===== src/rtl/wb_pkg.sv =====
// Shared types and constants for the register-file write-back controller.
package wb_pkg;
    localparam int unsigned DATA_W           = 16;
    localparam int unsigned RADDR_W          = 4;
    localparam int unsigned NUM_REGS         = 1 << RADDR_W;
    localparam int unsigned LQ_DEPTH_DEFAULT = 4;

    typedef logic [RADDR_W-1:0] reg_addr_t;
    typedef logic [DATA_W-1:0]  reg_data_t;

    localparam reg_addr_t R_ZERO = 4'd0;

    typedef enum logic [1:0] {
        WB_NONE,
        WB_MEM,
        WB_ALU
    } wb_src_e;
endpackage


===== src/rtl/wb_load_queue.sv =====
// In-order queue of outstanding load destinations; exposes every entry so the
// owner can build a busy scoreboard.
module wb_load_queue
    import wb_pkg::*;
#(
    parameter int unsigned DEPTH = LQ_DEPTH_DEFAULT
) (
    input  logic                   clk,
    input  logic                   reset,
    input  logic                   push,
    input  reg_addr_t              push_dst,
    input  logic                   pop,
    output reg_addr_t              head_dst,
    output logic                   full,
    output logic                   empty,
    output logic [DEPTH-1:0]       ent_valid,
    output reg_addr_t [DEPTH-1:0]  ent_dst
);
    localparam int unsigned PTR_W = $clog2(DEPTH);
    localparam logic [PTR_W:0] FULL_CNT = DEPTH[PTR_W:0];

    logic [PTR_W-1:0] head;
    logic [PTR_W-1:0] tail;
    logic [PTR_W:0]   count;
    logic             push_ok;
    logic             pop_ok;

    assign full     = (count == FULL_CNT);
    assign empty    = (count == '0);
    assign push_ok  = push & ~full;
    assign pop_ok   = pop & ~empty;
    assign head_dst = ent_dst[head];

    // push_ok and pop_ok never target the same slot: a push needs a free slot,
    // a pop needs an occupied one.
    always_ff @(posedge clk or posedge reset) begin
        if (reset) begin
            head      <= '0;
            tail      <= '0;
            count     <= '0;
            ent_valid <= '0;
            ent_dst   <= '0;
        end else begin
            if (push_ok) begin
                ent_dst[tail]   <= push_dst;
                ent_valid[tail] <= 1'b1;
                tail            <= tail + 1'b1;
            end
            if (pop_ok) begin
                ent_valid[head] <= 1'b0;
                head            <= head + 1'b1;
            end
            unique case ({push_ok, pop_ok})
                2'b10:   count <= count + 1'b1;
                2'b01:   count <= count - 1'b1;
                default: count <= count;
            endcase
        end
    end
endmodule


===== src/rtl/regfile_writeback.sv =====
// Write-port arbiter for the 16x16 register file: merges ALU results and
// in-order load returns, tracks busy registers, flags decode read hazards.
// Optional forwarding paths fwd_a/fwd_b are enabled by defining WB_BYPASS_EN.
module regfile_writeback
    import wb_pkg::*;
#(
    parameter int unsigned LQ_DEPTH = LQ_DEPTH_DEFAULT
) (
    input  logic      clk,
    input  logic      reset,
    input  logic      alu_valid,
    output logic      alu_ready,
    input  reg_addr_t alu_dst,
    input  reg_data_t alu_data,
    input  logic      load_issue,
    input  reg_addr_t load_dst,
    output logic      load_ready,
    input  logic      mem_valid,
    output logic      mem_ready,
    input  reg_data_t mem_data,
    input  reg_addr_t rs_a,
    input  reg_addr_t rs_b,
    output logic      hazard_a,
    output logic      hazard_b,
    output logic      write_en,
    output reg_addr_t wrData,
    output reg_data_t DataIn
`ifdef WB_BYPASS_EN
    ,
    output reg_data_t fwd_a,
    output reg_data_t fwd_b
`endif
);
    logic                       q_full;
    logic                       q_empty;
    reg_addr_t                  head_dst;
    logic [LQ_DEPTH-1:0]        ent_valid;
    reg_addr_t [LQ_DEPTH-1:0]   ent_dst;
    logic [NUM_REGS-1:0]        busy;
    logic                       mem_fire;
    logic                       alu_fire;
    wb_src_e                    src;
    logic                       nxt_we;
    reg_addr_t                  nxt_addr;
    reg_data_t                  nxt_data;
    logic                       inflight_a;
    logic                       inflight_b;

    wb_load_queue #(.DEPTH(LQ_DEPTH)) u_lq (
        .clk       (clk),
        .reset     (reset),
        .push      (load_issue),
        .push_dst  (load_dst),
        .pop       (mem_fire),
        .head_dst  (head_dst),
        .full      (q_full),
        .empty     (q_empty),
        .ent_valid (ent_valid),
        .ent_dst   (ent_dst)
    );

    // r0 never becomes busy: writes to it are discarded anyway.
    always_comb begin
        busy = '0;
        for (int unsigned i = 0; i < LQ_DEPTH; i++) begin
            if (ent_valid[i] && ent_dst[i] != R_ZERO)
                busy[ent_dst[i]] = 1'b1;
        end
    end

    assign load_ready = ~q_full;
    assign mem_ready  = ~q_empty;
    assign mem_fire   = mem_valid & mem_ready;
    assign alu_ready  = ~mem_fire & ~busy[alu_dst];
    assign alu_fire   = alu_valid & alu_ready;

    always_comb begin
        src      = WB_NONE;
        nxt_we   = 1'b0;
        nxt_addr = R_ZERO;
        nxt_data = '0;
        if (mem_fire)
            src = WB_MEM;
        else if (alu_fire)
            src = WB_ALU;
        unique case (src)
            WB_MEM: begin
                nxt_we   = (head_dst != R_ZERO);
                nxt_addr = head_dst;
                nxt_data = mem_data;
            end
            WB_ALU: begin
                nxt_we   = (alu_dst != R_ZERO);
                nxt_addr = alu_dst;
                nxt_data = alu_data;
            end
            default: ;
        endcase
    end

    always_ff @(posedge clk or posedge reset) begin
        if (reset) begin
            write_en <= 1'b0;
            wrData   <= R_ZERO;
            DataIn   <= '0;
        end else begin
            write_en <= nxt_we;
            if (nxt_we) begin
                wrData <= nxt_addr;
                DataIn <= nxt_data;
            end
        end
    end

    assign inflight_a = write_en && (wrData == rs_a) && (rs_a != R_ZERO);
    assign inflight_b = write_en && (wrData == rs_b) && (rs_b != R_ZERO);

`ifdef WB_BYPASS_EN
    assign hazard_a = (rs_a != R_ZERO) && busy[rs_a];
    assign hazard_b = (rs_b != R_ZERO) && busy[rs_b];
    assign fwd_a    = inflight_a ? DataIn : '0;
    assign fwd_b    = inflight_b ? DataIn : '0;
`else
    assign hazard_a = ((rs_a != R_ZERO) && busy[rs_a]) || inflight_a;
    assign hazard_b = ((rs_b != R_ZERO) && busy[rs_b]) || inflight_b;
`endif
endmodule


===== config.mk =====
export PLATFORM = sky130hd
export DESIGN_NAME = regfile_writeback
export DESIGN_NICKNAME = d
export VERILOG_FILES = /design/src/rtl/wb_pkg.sv /design/src/rtl/wb_load_queue.sv /design/src/rtl/regfile_writeback.sv
export SDC_FILE = /design/constraint.sdc
export NUM_CORES = 1
export LEC_CHECK = 0
export BUFFER_PORTS_ARGS = -buffer_cell sky130_fd_sc_hd__buf_2
export CORE_MARGIN = 10
export CORE_UTILIZATION = 50
export CTS_CLUSTER_SIZE = 16
export DETAILED_ROUTE_END_ITERATION = 10
export PLACE_DENSITY = 0.83
export SLEW_MARGIN = 10
export SYNTH_ARGS = -nofsm -noshare
export SYNTH_HDL_FRONTEND = slang
export SYNTH_SLANG_ARGS = --single-unit

===== constraint.sdc =====
create_clock -name clk -period 4.15 [get_ports clk]
set_input_delay 0.415 -clock clk [delete_from_list [all_inputs] [get_ports clk]]
set_output_delay 0.415 -clock clk [all_outputs]
set_load 0.005 [all_outputs]

# ---- Yosys cells after proc, flatten, opt, wreduce, memory -nomap -nowiden
# Cells that the tools add are included.
dict set report classes {
  n_addsub 4
  multipliers 0
  div_mod_pow 0
  n_lt_le_gt_ge 15
  eq_ne 7
  shift 0
  muxes 35
  n_bitwise 15
  reduce_logical 28
}
# cell count
set ops {}
lappend ops {{two-way mux 16 bit} 4}
lappend ops {{bitwise OR 16 bit} 3}
lappend ops {{< comparator 4 x 5 -> 1 bit, second input constant} 7}
lappend ops {{one-hot mux 16 bit (2 select lines)} 1}
lappend ops {{nonzero test 4 bit} 8}
lappend ops {{bitwise mux 16 bit} 1}
lappend ops {{demux 1 bit (select 4 bit)} 4}
lappend ops {{greater-or-equal comparator 4 x 1 -> 1 bit, second input constant} 4}
lappend ops {{logical AND 1 bit} 16}
lappend ops {{two-way mux 4 bit} 4}
lappend ops {{binary-select mux 1 bit (select 4 bit)} 3}
lappend ops {{two-way mux 1 bit} 9}
lappend ops {{binary-select mux 4 bit (select 2 bit)} 1}
lappend ops {{demux 4 bit (select 2 bit)} 1}
lappend ops {{== test 4 bit} 2}
lappend ops {{one-hot mux 4 bit (2 select lines)} 1}
lappend ops {{< comparator 2 x 3 -> 1 bit, second input constant} 2}
lappend ops {{one-hot mux 3 bit (2 select lines)} 1}
lappend ops {{bitwise AND 1 bit} 5}
lappend ops {{adder 2 x 1 -> 2 bit, second input constant} 2}
lappend ops {{bitwise AND 4 bit} 1}
lappend ops {{demux 1 bit (select 2 bit)} 2}
lappend ops {{== test 2 x 1 -> 1 bit, second input constant} 2}
lappend ops {{== test 2 bit, second input constant} 2}
lappend ops {{other kinds (12)} 18}
dict set report word_totals {
  ff_bits 48
  latch_bits 0
  mem_bits_rw 0
  rom_bits 0
  mem_count 0
}

# ---- Depth between registers and ports, before layout
dict set report depth {
  depth_word 20
  mapped_depth 11
  mapped_depth_nobuf 10
}

# ---- Cells and area by module
# From an unflattened synthesis, not the netlist that was laid out.
dict set report hier_totals {
  hier_cells 319
  hier_area_um2 3420.8
}
# module n_inst cells_per_inst area_per_inst_um2 seq_area_each_um2
set by_module_without_submodules {}
lappend by_module_without_submodules {regfile_writeback 1 227 2114.5 525.5}
lappend by_module_without_submodules {wb_load_queue 1 92 1306.3 675.6}

# ---- Least setup slack after synthesis
# Ideal clock, no wire load.
dict set report synth_timing {
  path_kind {register -> output}
  from {register u_lq.ent_dst[3] (netlist bit)}
  to {output hazard_a}
  t_arrival_ps 1887
  required_time_ps 3735
  slack_ps 1848
  path_stages_with_launch 8
  path_buffers 0
  cell_sequence {dfrtp_1 nand3b_1 o22a_1 or3b_2 mux4_2 o21ai_1 o21a_1 o21ai_1}
}
dict set report synth_via {
  elab_chain_len 15
}
# item line
set synth_lines {}
lappend synth_lines {{from (decl)} wb_load_queue.sv:17} ;# output reg_addr_t [DEPTH-1:0] ent_dst
lappend synth_lines {{from (signal, indexed assignment)} wb_load_queue.sv:45} ;# ent_dst[tail] <= push_dst;
lappend synth_lines {{< comparator 4 x 5 -> 1 bit (implied by the code) / greater-or-equal comparator 4 x 1 -> 1 bit (equally long branches)} regfile_writeback.sv:67} ;# busy[ent_dst[i]] = 1'b1;
lappend synth_lines {{logical AND 1 bit (implied by the code)} regfile_writeback.sv:67}
lappend synth_lines {{two-way mux 1 bit (implied by the code)} regfile_writeback.sv:67}
lappend synth_lines {{demux 1 bit (select 4 bit)} regfile_writeback.sv:67}
lappend synth_lines {{two-way mux 16 bit *} regfile_writeback.sv:66} ;# if (ent_valid[i] && ent_dst[i] != R_ZERO)
lappend synth_lines {{bitwise OR 16 bit (no line)} -}
lappend synth_lines {{two-way mux 16 bit *} regfile_writeback.sv:66}
lappend synth_lines {{bitwise OR 16 bit (no line)} -}
lappend synth_lines {{two-way mux 16 bit *} regfile_writeback.sv:66}
lappend synth_lines {{bitwise OR 16 bit (no line)} -}
lappend synth_lines {{two-way mux 16 bit *} regfile_writeback.sv:66}
lappend synth_lines {{binary-select mux 1 bit (select 4 bit) *} regfile_writeback.sv:124} ;# assign hazard_a = ((rs_a != R_ZERO) && busy[rs_a]) || inflight_a;
lappend synth_lines {{two-way mux 1 bit (implied by the code) *} regfile_writeback.sv:124}
lappend synth_lines {{logical AND 1 bit *} regfile_writeback.sv:124}
lappend synth_lines {{logical OR 1 bit *} regfile_writeback.sv:124}
lappend synth_lines {{to (decl)} regfile_writeback.sv:23} ;# output logic hazard_a,
# Mark *: on every way between the ends. The rest lies on a longest branch, timed or not. The select of a mux whose other input is x is not followed.

# ---- Worst setup path in the final report
dict set report layout_timing {
  from {register u_lq.ent_valid[3]}
  to {register wrData[2]}
}
dict set report layout_via {
  elab_chain_len 11
}
# item line
set layout_lines {}
lappend layout_lines {{from (decl)} wb_load_queue.sv:16} ;# output logic [DEPTH-1:0] ent_valid,
lappend layout_lines {{from (signal assigned)} wb_load_queue.sv:41} ;# ent_valid <= '0;
lappend layout_lines {{from (signal, indexed assignment)} wb_load_queue.sv:46} ;# ent_valid[tail] <= 1'b1;
lappend layout_lines {{from (signal, indexed assignment)} wb_load_queue.sv:50} ;# ent_valid[head] <= 1'b0;
lappend layout_lines {{logical AND 1 bit *} regfile_writeback.sv:66}
lappend layout_lines {{two-way mux 16 bit *} regfile_writeback.sv:66}
lappend layout_lines {{binary-select mux 1 bit (select 4 bit) *} regfile_writeback.sv:74} ;# assign alu_ready = ~mem_fire & ~busy[alu_dst];
lappend layout_lines {{two-way mux 1 bit (implied by the code) *} regfile_writeback.sv:74}
lappend layout_lines {{inverter 1 bit *} regfile_writeback.sv:74}
lappend layout_lines {{bitwise AND 1 bit *} regfile_writeback.sv:74}
lappend layout_lines {{bitwise AND 1 bit *} regfile_writeback.sv:75} ;# assign alu_fire = alu_valid & alu_ready;
lappend layout_lines {{two-way mux 2 bit *} regfile_writeback.sv:84} ;# else if (alu_fire)
lappend layout_lines {{two-way mux 2 bit *} regfile_writeback.sv:82} ;# if (mem_fire)
lappend layout_lines {{== test 2 bit / == test 2 x 1 -> 1 bit (equally long branches)} regfile_writeback.sv:86} ;# unique case (src)
lappend layout_lines {{one-hot mux 4 bit (2 select lines) / one-hot mux 1 bit (2 select lines) (equally long branches)} regfile_writeback.sv:86}
lappend layout_lines {{to (signal assigned)} regfile_writeback.sv:109} ;# wrData <= nxt_addr;
lappend layout_lines {{to (decl)} regfile_writeback.sv:26} ;# output reg_addr_t wrData,
# Marks and branches as above.
# A chain may end at the register's enable or synchronous reset.

==> reports/results.ini <==
[timing]
drv_slew=0
rsz0062_at_grt=no
setup_violations=0
fin_skew_ns=0.00974
setup_ws_ns=0.864
min_period_over_period=0.792
report.final.hold_viol_count=0
relSlewSlack=0.288
setup_tns_ns=0
min_period_ns=3.29
worstMarginPinSlew_ns=1.06
max_freq_mhz=304

[finish]
nFillCells=654
layout.nets=514
drive_above_1_share=0.301
area_delta_synth_final_pct=14.5
antenna_cells=0

[power]
ir_drop_v=0.000390
leakagePower_nw=1.75
p_per_area_nw_per_um2=753

[grt]
grt_pass1_vias=3530
grt_usage=0.187
grt.overflow.total=0
grt_max_degree=49
grt_pass1_wl_um=17700
antenna_found_initial=0

[synth]
yosysTopAreaCellShare=0.327
synth-edff-count=0
synthCells=383
synthTopCellsByCount=48 x dfrtp_1, 39 x nand2_1, 21 x o22ai_1, 19 x inv_1, 19 x nand4_1
synth.top_cells.by_area=dfrtp_1 33%, mux4_2 6.1%, mux2_2 4.9%
syn_area_per_cell_sq_um=9.59
yosysWarnings=0
async_reset_ff_frac=1.00
synth-seq-area-share=0.327
netlist-cell-type-count=58
syn_nets=446
ys_ff_latch=48
yosysTopAreaCell=dfrtp_1
netlist_area_sq_um=3670
yosysMostFrequentCell=dfrtp_1
synthFlopType=dfrtp_1

[floorplan]
fp.dieArea_sq_um=11200
dieWidth_um=106
die_y_um=106
initial_core_util=0.509
core_sq_um=7210
num_rows=31
io_pins=79

[placement]
place_congestion=1.08
port_buffers=78
dpl_worst_slack_ns=0.901
hpwl_um=8130

[clocking]
ctsHoldBuffers=0
cts_root_buf=clkbuf_8
post-cts-setup-buffer-count=0
numCtsBuffers=5
cts_tree=built
cts_resized=0
cts_buffer_depth=2
clkTransAtPathRegs_ns=0.10
ctsHtreeMaxLevel=2
cts_sinks=48
clock_latency_ns=0.31

[setup_path]
r2r_cells=8
path_max_fanout=35
end_kind=flip-flop
r2r_slack_ns=0.86
required_ns=4.30
criticalPathCategory=flip-flop to flip-flop
worstPathArrival_ns=3.43
rr_endpoint=wrData[2]
startpoint_type=flip-flop
r2r-start=u_lq.ent_valid[3]

[routing]
wl_per_cell_um=19.2
ant_nets=0
drtIter0Drc=238
num_vias=3434
drt-pass1-iter-count=5
drt-total-wl_um=10600
routed_via_density=6.23
drc=0

[status]
status=complete, no violations

[worst_hold_path]
hold_class=primary input to asynchronous set/reset pin

[run]
drv_cap=0

-- flip-flops by register name, summed over array words and instances, names as in the netlist --
name	count
DataIn	16
u_lq.count	3
u_lq.ent_dst	16
u_lq.ent_valid	4
u_lq.head	2
u_lq.tail	2
wrData	4
write_en	1
-- cell families after synthesis --
group / share of synthesized area
muxes: 0.119
and+or+nand+nor: 0.214
adders and majority gates: 0.0361
xor gates and xnor gates: 0.0310
buffers and inverters: 0.0583
DFF: 0.327
AOI/OAI and AO/OA: 0.215
-- final cells by class --
| cell class | instances | area (sq um) | area share |
|---|---|---|---|
| tap | 99 | 124 | 0.0295 |
| clock inverter | 3 | 68.8 | 0.0164 |
| sequential | 48 | 1200 | 0.286 |
| inverter | 19 | 71.3 | 0.0170 |
| clock buffer | 5 | 68.8 | 0.0164 |
| multi-input combinational | 296 | 2260 | 0.537 |
| timing repair buffer | 81 | 413 | 0.0982 |
-- routing by layer --
metal  share of wire  global-route usage
met5               0                   0
met3           0.055              0.0365
met1            0.41               0.222
met4           0.024              0.0774
met2            0.51               0.323
-- through the flow --
step | hold WS [ns] | power [mW] | util | instances | area [sq um]
2_1_floorplan | 0.453 | 2.26 | - | 383 | 3670
3_3_place_gp | 0.475 | 2.67 | 0.564 | 543 | 4070
3_5_place_dp | 0.477 | 2.73 | 0.564 | 543 | 4070
4_1_cts | 0.351 | 3.15 | 0.583 | 551 | 4200
5_1_grt | 0.359 | 3.41 | 0.583 | 551 | 4200
6_report | 0.339 | 3.16 | 0.583 | 551 | 4200
-- worst max-delay path by stage --
| stage | start | endpoint | slack (ns) | cells after the start |
|---|---|---|---|---|
| 6_report | u_lq.ent_valid[3] | wrData[2] | 0.86 | 8 |
| 5_1_grt | u_lq.ent_valid[3] | wrData[2] | 0.63 | 8 |
| 4_1_cts | u_lq.ent_valid[3] | wrData[2] | 0.87 | 8 |
| 3_5_place_dp | u_lq.ent_valid[3] | wrData[2] | 0.90 | 8 |
| 3_3_place_gp | u_lq.ent_valid[3] | wrData[2] | 0.98 | 8 |
| 2_1_floorplan | u_lq.ent_dst[3] | hazard_a | 1.85 | 7 |
-- worst max-delay path, stage by stage (launching register included) --
cell and delay [ns]:
dfrtp_1 0.44, nor3b_1 0.20, a32oi_1 0.29, o221ai_1 0.30
a32o_2 0.33, o2111ai_4 0.17, buf_4 0.35, a31o_1 0.78
o221ai_1 0.26
-- cell usage in the layout, fill, tap and decap left out, drive strengths merged, types with 6 or more instances in the layout --
cell | netlist | routed
xor2 | 8 | 8
nand3b | 8 | 8
inv | 19 | 20
nand2 | 39 | 39
o21ai | 13 | 13
ha | 9 | 9
and2 | 19 | 19
o221ai | 6 | 6
a31oi | 16 | 16
mux4 | 10 | 10
mux2 | 16 | 16
a21oi | 8 | 8
a311oi | 17 | 17
o22a | 7 | 7
nand4 | 19 | 19
buf | 11 | 81
nor2 | 16 | 16
dfrtp | 48 | 48
nand2b | 8 | 8
o22ai | 21 | 21
nand3 | 8 | 8
-- where the power goes --
part	leakage (nW)	internal, mW	switching [mW]	total, mW
registers	0.571	0.721	0.285	1.01
clock network	0.0687	0.243	0.171	0.414
logic	1.11	0.793	0.950	1.74
No activity file was read; power rests on OpenSTA's default activity.
